`src/rtl/game_pkg.sv`:
```
// Shared game constants for the paddle skill logic: skill indices, point ceiling,
// tick period and the small arbitration / LED helper functions.
package game_pkg;

    localparam int unsigned SKILL_J        = 32'd0;
    localparam int unsigned SKILL_K        = 32'd1;
    localparam int unsigned SKILL_L        = 32'd2;
    localparam int unsigned MAX_POINTS     = 32'd3;
    localparam int unsigned TICK_PERIOD_MS = 32'd50;

    // LED bar fills from the left as points accumulate.
    function automatic logic [2:0] points_to_led(input logic [1:0] pts);
        logic [2:0] led;
        case (pts)
            2'd0:    led = 3'b000;
            2'd1:    led = 3'b100;
            2'd2:    led = 3'b110;
            2'd3:    led = 3'b111;
            default: led = 3'b000;
        endcase
        return led;
    endfunction

    function automatic logic [2:0] pick_fixed(input logic [2:0] elig);
        logic [2:0] win;
        if (elig[0]) begin
            win = 3'b001;
        end else if (elig[1]) begin
            win = 3'b010;
        end else if (elig[2]) begin
            win = 3'b100;
        end else begin
            win = 3'b000;
        end
        return win;
    endfunction

    // Search starts one past the last winner and wraps around the three skills.
    function automatic logic [2:0] pick_rr(input logic [2:0] elig, input logic [1:0] last);
        logic [2:0] win;
        logic [1:0] idx;
        win = 3'b000;
        idx = last;
        for (int i = 0; i < 3; i++) begin
            idx = (idx == 2'd2) ? 2'd0 : (idx + 2'd1);
            if ((win == 3'b000) && elig[idx]) begin
                win = 3'b001 << idx;
            end else begin
                win = win;
            end
        end
        return win;
    endfunction

    function automatic logic [1:0] onehot_to_idx(input logic [2:0] oh);
        logic [1:0] idx;
        case (oh)
            3'b010:  idx = 2'd1;
            3'b100:  idx = 2'd2;
            default: idx = 2'd0;
        endcase
        return idx;
    endfunction

endpackage

```
`src/rtl/skill_scheduler_if.sv`:
```
// Request/status bundle between the keyboard/game-state side and skill_scheduler.
interface skill_scheduler_if;
    logic       enable;
    logic [2:0] req;
    logic [2:0] active;
    logic [1:0] points;
    logic [2:0] grant;
    logic       deny;
    logic [2:0] led_bar;

    modport master (
        output enable, req,
        input  active, points, grant, deny, led_bar
    );

    modport slave (
        input  enable, req,
        output active, points, grant, deny, led_bar
    );
endinterface

```
`src/rtl/skill_timer.sv`:
```
// Per-skill duration timer: a load starts a DUR-tick active window, clr (game not
// running) wipes it immediately.
module skill_timer #(
    parameter int unsigned TW = 32'd7
) (
    input  logic          clk_22,
    input  logic          rst,
    input  logic          clr,
    input  logic          load,
    input  logic [TW-1:0] load_val,
    output logic          active,
    output logic          expire
);

    logic [TW-1:0] count_r;
    logic          active_r;

    assign active = active_r;
    assign expire = active_r && (count_r == {TW{1'b0}});

    // Countdown and active flag; the last active tick is the one where count is 0.
    always_ff @(posedge clk_22 or posedge rst) begin
        if (rst) begin
            count_r  <= {TW{1'b0}};
            active_r <= 1'b0;
        end else if (clr) begin
            count_r  <= {TW{1'b0}};
            active_r <= 1'b0;
        end else if (load) begin
            count_r  <= load_val;
            active_r <= 1'b1;
        end else if (expire) begin
            active_r <= 1'b0;
        end else if (active_r) begin
            count_r  <= count_r - TW'(1);
        end else begin
            count_r  <= count_r;
        end
    end

endmodule

```
`src/rtl/skill_scheduler.sv`:
```
// Skill point budget, regeneration and arbitration for the J/K/L paddle skills.
// Define SKILL_SCHED_RR_EN for round-robin arbitration; default is fixed priority J > K > L.
module skill_scheduler #(
    parameter int unsigned MAX_POINTS  = game_pkg::MAX_POINTS,
    parameter int unsigned REGEN_TICKS = 32'd200,
    parameter int unsigned DUR_J       = 32'd100,
    parameter int unsigned DUR_K       = 32'd100,
    parameter int unsigned DUR_L       = 32'd60
) (
    input logic              clk_22,
    input logic              rst,
    skill_scheduler_if.slave bus
);
    import game_pkg::*;

    localparam int unsigned DUR_JK  = (DUR_J > DUR_K) ? DUR_J : DUR_K;
    localparam int unsigned DUR_MAX = (DUR_JK > DUR_L) ? DUR_JK : DUR_L;
    localparam int unsigned TW      = (DUR_MAX > 32'd1) ? $clog2(DUR_MAX) : 32'd1;
    localparam int unsigned RW      = (REGEN_TICKS > 32'd1) ? $clog2(REGEN_TICKS) : 32'd1;

    localparam logic [TW-1:0] LOAD_J     = TW'(DUR_J - 32'd1);
    localparam logic [TW-1:0] LOAD_K     = TW'(DUR_K - 32'd1);
    localparam logic [TW-1:0] LOAD_L     = TW'(DUR_L - 32'd1);
    localparam logic [RW-1:0] REGEN_LAST = RW'(REGEN_TICKS - 32'd1);
    localparam logic [1:0]    PTS_MAX    = 2'(MAX_POINTS);

    logic [2:0]    active_s;
    logic [2:0]    expire_unused_s;
    logic [2:0]    eligible_s;
    logic [2:0]    grant_s;
    logic          deny_s;
    logic          clr_s;
    logic          regen_wrap_s;
    logic [RW-1:0] regen_nxt_s;
    logic [1:0]    points_dec_s;
    logic [1:0]    points_nxt_s;

    logic [RW-1:0] regen_r;
    logic [1:0]    points_r;
    logic [2:0]    grant_r;
    logic          deny_r;
    logic [2:0]    led_r;

`ifdef SKILL_SCHED_RR_EN
    logic [1:0]    last_r;
`endif

    assign clr_s = ~bus.enable;

    skill_timer #(.TW(TW)) u_timer_j (
        .clk_22(clk_22), .rst(rst), .clr(clr_s), .load(grant_s[SKILL_J]), .load_val(LOAD_J),
        .active(active_s[SKILL_J]), .expire(expire_unused_s[SKILL_J])
    );
    skill_timer #(.TW(TW)) u_timer_k (
        .clk_22(clk_22), .rst(rst), .clr(clr_s), .load(grant_s[SKILL_K]), .load_val(LOAD_K),
        .active(active_s[SKILL_K]), .expire(expire_unused_s[SKILL_K])
    );
    skill_timer #(.TW(TW)) u_timer_l (
        .clk_22(clk_22), .rst(rst), .clr(clr_s), .load(grant_s[SKILL_L]), .load_val(LOAD_L),
        .active(active_s[SKILL_L]), .expire(expire_unused_s[SKILL_L])
    );

    // Arbitration, deny, regen counter and point budget next-state.
    always_comb begin
        eligible_s   = bus.req & ~active_s;
        grant_s      = 3'b000;
        deny_s       = 1'b0;
        regen_wrap_s = 1'b0;
        regen_nxt_s  = {RW{1'b0}};

        if (bus.enable && (eligible_s != 3'b000)) begin
            if (points_r != 2'd0) begin
`ifdef SKILL_SCHED_RR_EN
                grant_s = pick_rr(eligible_s, last_r);
`else
                grant_s = pick_fixed(eligible_s);
`endif
            end else begin
                deny_s = 1'b1;
            end
        end else begin
            grant_s = 3'b000;
        end

        if (!bus.enable) begin
            regen_nxt_s = {RW{1'b0}};
        end else if (regen_r == REGEN_LAST) begin
            regen_wrap_s = 1'b1;
            regen_nxt_s  = {RW{1'b0}};
        end else begin
            regen_nxt_s = regen_r + RW'(1);
        end

        // Spend first, then regenerate with saturation so 3 - 1 + 1 stays 3.
        points_dec_s = (grant_s != 3'b000) ? (points_r - 2'd1) : points_r;
        if (!bus.enable) begin
            points_nxt_s = 2'd0;
        end else if (regen_wrap_s) begin
            points_nxt_s = (points_dec_s >= PTS_MAX) ? PTS_MAX : (points_dec_s + 2'd1);
        end else begin
            points_nxt_s = points_dec_s;
        end
    end

    // Registered budget, regen counter and one-tick grant/deny pulses.
    always_ff @(posedge clk_22 or posedge rst) begin
        if (rst) begin
            regen_r  <= {RW{1'b0}};
            points_r <= 2'd0;
            grant_r  <= 3'b000;
            deny_r   <= 1'b0;
            led_r    <= 3'b000;
        end else begin
            regen_r  <= regen_nxt_s;
            points_r <= points_nxt_s;
            grant_r  <= grant_s;
            deny_r   <= deny_s;
            led_r    <= points_to_led(points_nxt_s);
        end
    end

`ifdef SKILL_SCHED_RR_EN
    // Last winner; reset to L so J is first in line.
    always_ff @(posedge clk_22 or posedge rst) begin
        if (rst) begin
            last_r <= 2'd2;
        end else if (grant_s != 3'b000) begin
            last_r <= onehot_to_idx(grant_s);
        end else begin
            last_r <= last_r;
        end
    end
`endif

    assign bus.active  = active_s;
    assign bus.points  = points_r;
    assign bus.grant   = grant_r;
    assign bus.deny    = deny_r;
    assign bus.led_bar = led_r;

endmodule
```
`src/flat_wrapper.sv`:
```
// flat-port wrapper written by rule: the top's interface ports become plain ports
module skill_scheduler_flat import game_pkg::*;
#(
    parameter int unsigned MAX_POINTS  = game_pkg::MAX_POINTS,
    parameter int unsigned REGEN_TICKS = 32'd200,
    parameter int unsigned DUR_J       = 32'd100,
    parameter int unsigned DUR_K       = 32'd100,
    parameter int unsigned DUR_L       = 32'd60
)
  (clk_22, rst, bus_enable, bus_req, bus_active, bus_points, bus_grant, bus_deny, bus_led_bar);
  skill_scheduler_if bus_i ();
  input logic clk_22;
  input logic rst;
  input wire logic [$bits(bus_i.enable)-1:0] bus_enable;
  input wire logic [$bits(bus_i.req)-1:0] bus_req;
  output wire logic [$bits(bus_i.active)-1:0] bus_active;
  output wire logic [$bits(bus_i.points)-1:0] bus_points;
  output wire logic [$bits(bus_i.grant)-1:0] bus_grant;
  output wire logic [$bits(bus_i.deny)-1:0] bus_deny;
  output wire logic [$bits(bus_i.led_bar)-1:0] bus_led_bar;
  assign bus_i.enable = bus_enable;
  assign bus_i.req = bus_req;
  assign bus_active = bus_i.active;
  assign bus_points = bus_i.points;
  assign bus_grant = bus_i.grant;
  assign bus_deny = bus_i.deny;
  assign bus_led_bar = bus_i.led_bar;
  skill_scheduler #(.MAX_POINTS(MAX_POINTS), .REGEN_TICKS(REGEN_TICKS), .DUR_J(DUR_J), .DUR_K(DUR_K), .DUR_L(DUR_L)) u_core (.clk_22(clk_22), .rst(rst), .bus(bus_i));
endmodule
```
`config.mk`:
```
export PLATFORM = sky130hd
export DESIGN_NAME = skill_scheduler_flat
export DESIGN_NICKNAME = d
export VERILOG_FILES = /design/src/rtl/game_pkg.sv /design/src/rtl/skill_scheduler_if.sv /design/src/rtl/skill_timer.sv /design/src/rtl/skill_scheduler.sv /design/src/flat_wrapper.sv
export SDC_FILE = /design/constraint.sdc
export NUM_CORES = 1
export LEC_CHECK = 0
export CAP_MARGIN = 25
export CORE_MARGIN = 2
export CORE_UTILIZATION = 40
export CTS_BUF_LIST = sky130_fd_sc_hd__clkbuf_4 sky130_fd_sc_hd__clkbuf_8
export DETAILED_ROUTE_END_ITERATION = 10
export PLACE_DENSITY = 0.66
export SYNTH_ARGS = -nofsm -noshare
export SYNTH_HDL_FRONTEND = slang
export SYNTH_HIERARCHICAL = 1
export SYNTH_SLANG_ARGS = --single-unit
```
`constraint.sdc`:
```
create_clock -name clk_22 -period 4.6 [get_ports clk_22]
set_input_delay 0.92 -clock clk_22 [delete_from_list [all_inputs] [get_ports clk_22]]
set_output_delay 0.92 -clock clk_22 [all_outputs]
set_load 0.005 [all_outputs]
```
== Word level (Yosys, flattened, before mapping) ==
Cells that the tools add are included.

* Logic and storage cells: 84
* Bits in registers: 41
* Output and inout port bits: 12

* Equality and inequality tests: 13
* Reductions and logical operators: 14
* Add/subtract/negate cells: 6
* Bitwise logic cells: 2
* Magnitude comparators: 1
* Mux-type cells: 37

{| class="wikitable"
|+ Operators with widths
! cell !! number
|-
| $mux 7 || 12
|-
| $logic_not 7->1 || 3
|-
| $sub 7x1->7 const B || 3
|-
| $ne 3x1->1 const B || 6
|-
| $mux 8 || 2
|-
| $mux 3 || 5
|-
| $mux 1 || 13
|-
| $pmux 3 s4 || 1
|-
| $ne 3x2->1 const B || 3
|-
| $add 8x1->8 const B || 1
|-
| $eq 8x8->1 const B || 1
|-
| $mux 2 || 4
|-
| $reduce_and 2->1 || 3
|-
| $reduce_bool 3->1 || 2
|-
| $eq 2x2->1 const B || 2
|-
| $logic_and 1x1->1 || 4
|-
| $and 3x3->3 || 1
|-
| $not 3->3 || 1
|-
| $add 2x1->2 const B || 1
|-
| $eq 2x1->1 const B || 1
|-
| $ge 2x2->1 const B || 1
|-
| $logic_not 2->1 || 1
|-
| $reduce_bool 2->1 || 1
|-
| $sub 2x1->2 const B || 1
|}

== Logic depth before layout (Yosys ltp) ==
* Word-level depth: 15
* Mapped depth: 10
* Gate-level depth less buffers: 8

== Modules after synthesis ==
The synthesis kept the hierarchy.

{| class="wikitable"
|+ By module, submodules not included
! module !! instances !! sequential area each (µm²) !! cells an instance !! area an instance (µm²)
|-
| skill_timer || 3 || 200.2 || 57 || 516.7
|-
| skill_scheduler || 1 || 425.4 || 78 || 820.8
|}

== Worst setup path after synthesis ==
OpenSTA, ideal clock, no wires.

* Kind: input to register
* Start: input port bus_req[1]
* End: register u_core.u_timer_k.count_r[6]
* Path buffers: 1
* Setup time: 130 ps
* Slack: 2314 ps
* Arrival time: 2156 ps
* Cell stages on the path: 7
* Required time: 4470 ps
* Cell sequence: or2b_2 > nor3b_1 > clkbuf_1 > inv_1 > o211a_1 > a21oi_1 > nor2_1

* Longest elaborated chain between the ends: 7
* Elaborated cells between the ends (all ways): 12
* Those cells by class: eq/ne (2); mux (6); bitwise (1); reduce/logical (3)

{| class="wikitable"
|+ Ends and longest elaborated chain
! element !! RTL line !! source
|-
| start: declaration || flat_wrapper.sv:15 || <nowiki>input wire logic [$bits(bus_i.req)-1:0] bus_req;</nowiki>
|-
| $and 3x3->3 * || skill_scheduler.sv:65 || <nowiki>eligible_s = bus.req & ~active_s;</nowiki>
|-
| $mux 3 || game_pkg.sv:28 || <nowiki>end else if (elig[1]) begin</nowiki>
|-
| $mux 3 || game_pkg.sv:26 || <nowiki>if (elig[0]) begin</nowiki>
|-
| $mux 3 || skill_scheduler.sv:72 || <nowiki>if (points_r != 2'd0) begin</nowiki>
|-
| $mux 3 * || skill_scheduler.sv:71 || <nowiki>if (bus.enable && (eligible_s != 3'b000)) begin</nowiki>
|-
| via u_core.grant_s[1] || skill_scheduler.sv:30 || <nowiki>logic [2:0] grant_s;</nowiki>
|-
| $ne 3x1->1 (no line) (tied with other cells) || n/a ||
|-
| $reduce_and 2->1 (no line) / $mux 7 (equally long branches) || n/a ||
|-
| end signal: assignment || skill_timer.sv:30 || <nowiki>count_r <= load_val;</nowiki>
|-
| end signal: assignment || skill_timer.sv:35 || <nowiki>count_r <= count_r - TW'(1);</nowiki>
|-
| end signal: assignment || skill_timer.sv:37 || <nowiki>count_r <= count_r;</nowiki>
|-
| end: declaration || skill_timer.sv:15 || <nowiki>logic [TW-1:0] count_r;</nowiki>
|}

Mark *: on every way through the listed nets, which the timed path passes. The rest lies on a longest branch.
A chain may end at the register's enable or synchronous reset.

== Worst setup path after layout ==
Same ends and word-level chain as after synthesis.

==> metrics.csv <==
metric,value,unit
Max Cap Violations,0,
Cells after Synth,246,
Slew @ Worst Pin,975.7,ps
total power per unit cell area,389.2,mW/mm^2
CP max stage delay,440,ps
Setup TNS,0,ps
sink count of the clock tree,41,
status,"complete, no violations",
DR DRC count,0,
Die Ht,80.69,um
post-CTS setup buffers,0,
largest net degree at the start of global routing,28,
DR WL/cell,13.15,um
worst min path class,reg2reg,
Die Width,80.69,um
crit start category,input pin,
initial antenna violation count,0,
CP Max Fanout,11,
achievable frequency,0.4235,GHz
Worst Skew,5.086,ps
kind of critical path,in2reg,
H-tree levels,2,
Fin. Hold Viols,0,
Rows,27,
Rel. slew slack,34.88,%
CP max stage cell,clkdlybuf4s50_1,
detailed-route vias per instance,5.091,
initial DRC count,62,
clock buffer count from CTS,5,
DR pass1 iterations,4,
syn avg cell area,9.562,um^2
max-slew violation count,0,
core area,0.005608,mm^2
Worst EP arrival,2510,ps
layout cell share with drive strength beyond 1,11.07,%
worst path cell trace,clkdlybuf4s50_1 -> or2b_2 -> nor3b_1 -> buf_4 -> inv_1 -> o211a_1 -> a21oi_1 -> nor2_1,
RSZ-0062 raised after global routing,false,
area grow syn2layout,17.77,%
HPWL Detailed,3.356,mm
hold buffer count at CTS,0,
static leakage,0.001352,uW
Via Count,1838,
Final GP Congestion,0.8506,
Initial Utilization,41.95,%
Final Setup Violations,0,
Die ar.,0.006510,mm^2
placed cell areas,0.002684,mm^2
final instance area,0.002770,mm^2
post-route clock period utilization,51.33,%
Worst setup EP type,flop,
Clock transition at path regs,80,ps
DRT antenna net count,0,
Buffers on Ports,17,
Yosys Warn Count,6,
clk root buf,clkbuf_8,
gr usage total,16.10,%
ANT cells,0,
clk_lat worst skew,290,ps
first-pass GRT wire length,8.252,mm
Worst EP required,4750,ps
final net count,299,
Mapped Area,0.002352,mm^2
number of global-route vias before repair,1750,
CTS Buffer Depth,2,
Peak supply drop,0.1516,mV
CTS tree,built,
Boundary Pins,18,
Post-Route WL,4.748,mm
total gr overflow,0,
crit path time final,2361,ps
post-cts resize count,0,
## path summary, 6_finish.rpt
path	from	cells past startpoint	slack (ps)	to
hold reg to reg	u_core/regen_r[0]	1	460	u_core/regen_r[0]
hold / removal	u_core/regen_r[0]	1	460	u_core/regen_r[0]
min in group asynchronous	rst	2	1000	u_core/u_timer_l/count_r[4]
setup / recovery	bus_req[1]	8	2240	u_core/u_timer_k/count_r[6]
setup reg to reg	u_core/bus.points[0]	9	2550	u_core/u_timer_k/count_r[6]
max in group asynchronous	rst	2	3050	u_core/regen_r[0]
## state kept, by name, summed over array words and instances, names as in the netlist, 2 cells and up
register / cells
u_core/u_timer_k/count_r: 7
u_core/bus.points: 2
u_core/regen_r: 8
u_core/u_timer_j/count_r: 7
u_core/bus.grant: 3
u_core/bus.led_bar: 3
u_core/u_timer_l/count_r: 7
## routing by layer
layer	vias up	share of wire [%]	wire [um]	track usage, %
met5	-	0	0	0
met4	0	1.4	67	5.085
met3	6	3.0	143	3.483
met2	23	47	2229	26.17
met1	869	49	2308	21.30
li1	940	-	-	-
## layout make-up
class                      instances  area (um^2)
fill                             554         2838
multi-input combinational        192         1270
timing repair buffer              20        192.7
clock inverter                     2        10.01
clock buffer                       6        76.32
sequential                        41         1026
tap                               72        90.09
inverter                          28        105.1
## cells in the final DEF (no fill, tap or decap), types with 6 or more instances in the layout
cell type        instances
o21ai_0                  6
inv_1                   28
xor2_1                   7
clkdlybuf4s50_1         17
o211a_1                  6
nor4_1                   6
nand2_1                 10
a21oi_1                 20
nand3_1                  8
dfrtp_1                 41
conb_1                  24
nor2_1                  21
a211oi_1                 9
## power by group
part,switching (uW),internal (uW),total (uW),leakage (uW)
clock network,128,111,239,0.0000484
registers,57.9,412,470,0.000561
logic,189,180,369,0.000742
## stage by stage
step	hold WS [ps]	util [%]	worst slack [ps]	cells	power, uW
2_1_floorplan	424.4	-	2314	268	733.8
3_5_place_dp	453.6	47.86	1907	353	845.0
6_report	461.5	49.40	2239	361	1078
5_1_grt	481.2	49.40	2061	361	1154
4_1_cts	463.4	49.40	2215	361	1086
3_3_place_gp	442.4	47.86	1949	353	836.6
## worst max-delay path: cells and delay by family
| family | cells | cell delay (ps) |
|---|---|---|
| compound gates | 2 | 250 |
| simple gates | 3 | 570 |
| buf+inv | 3 | 770 |
No activity file was read; power rests on OpenSTA's default activity.
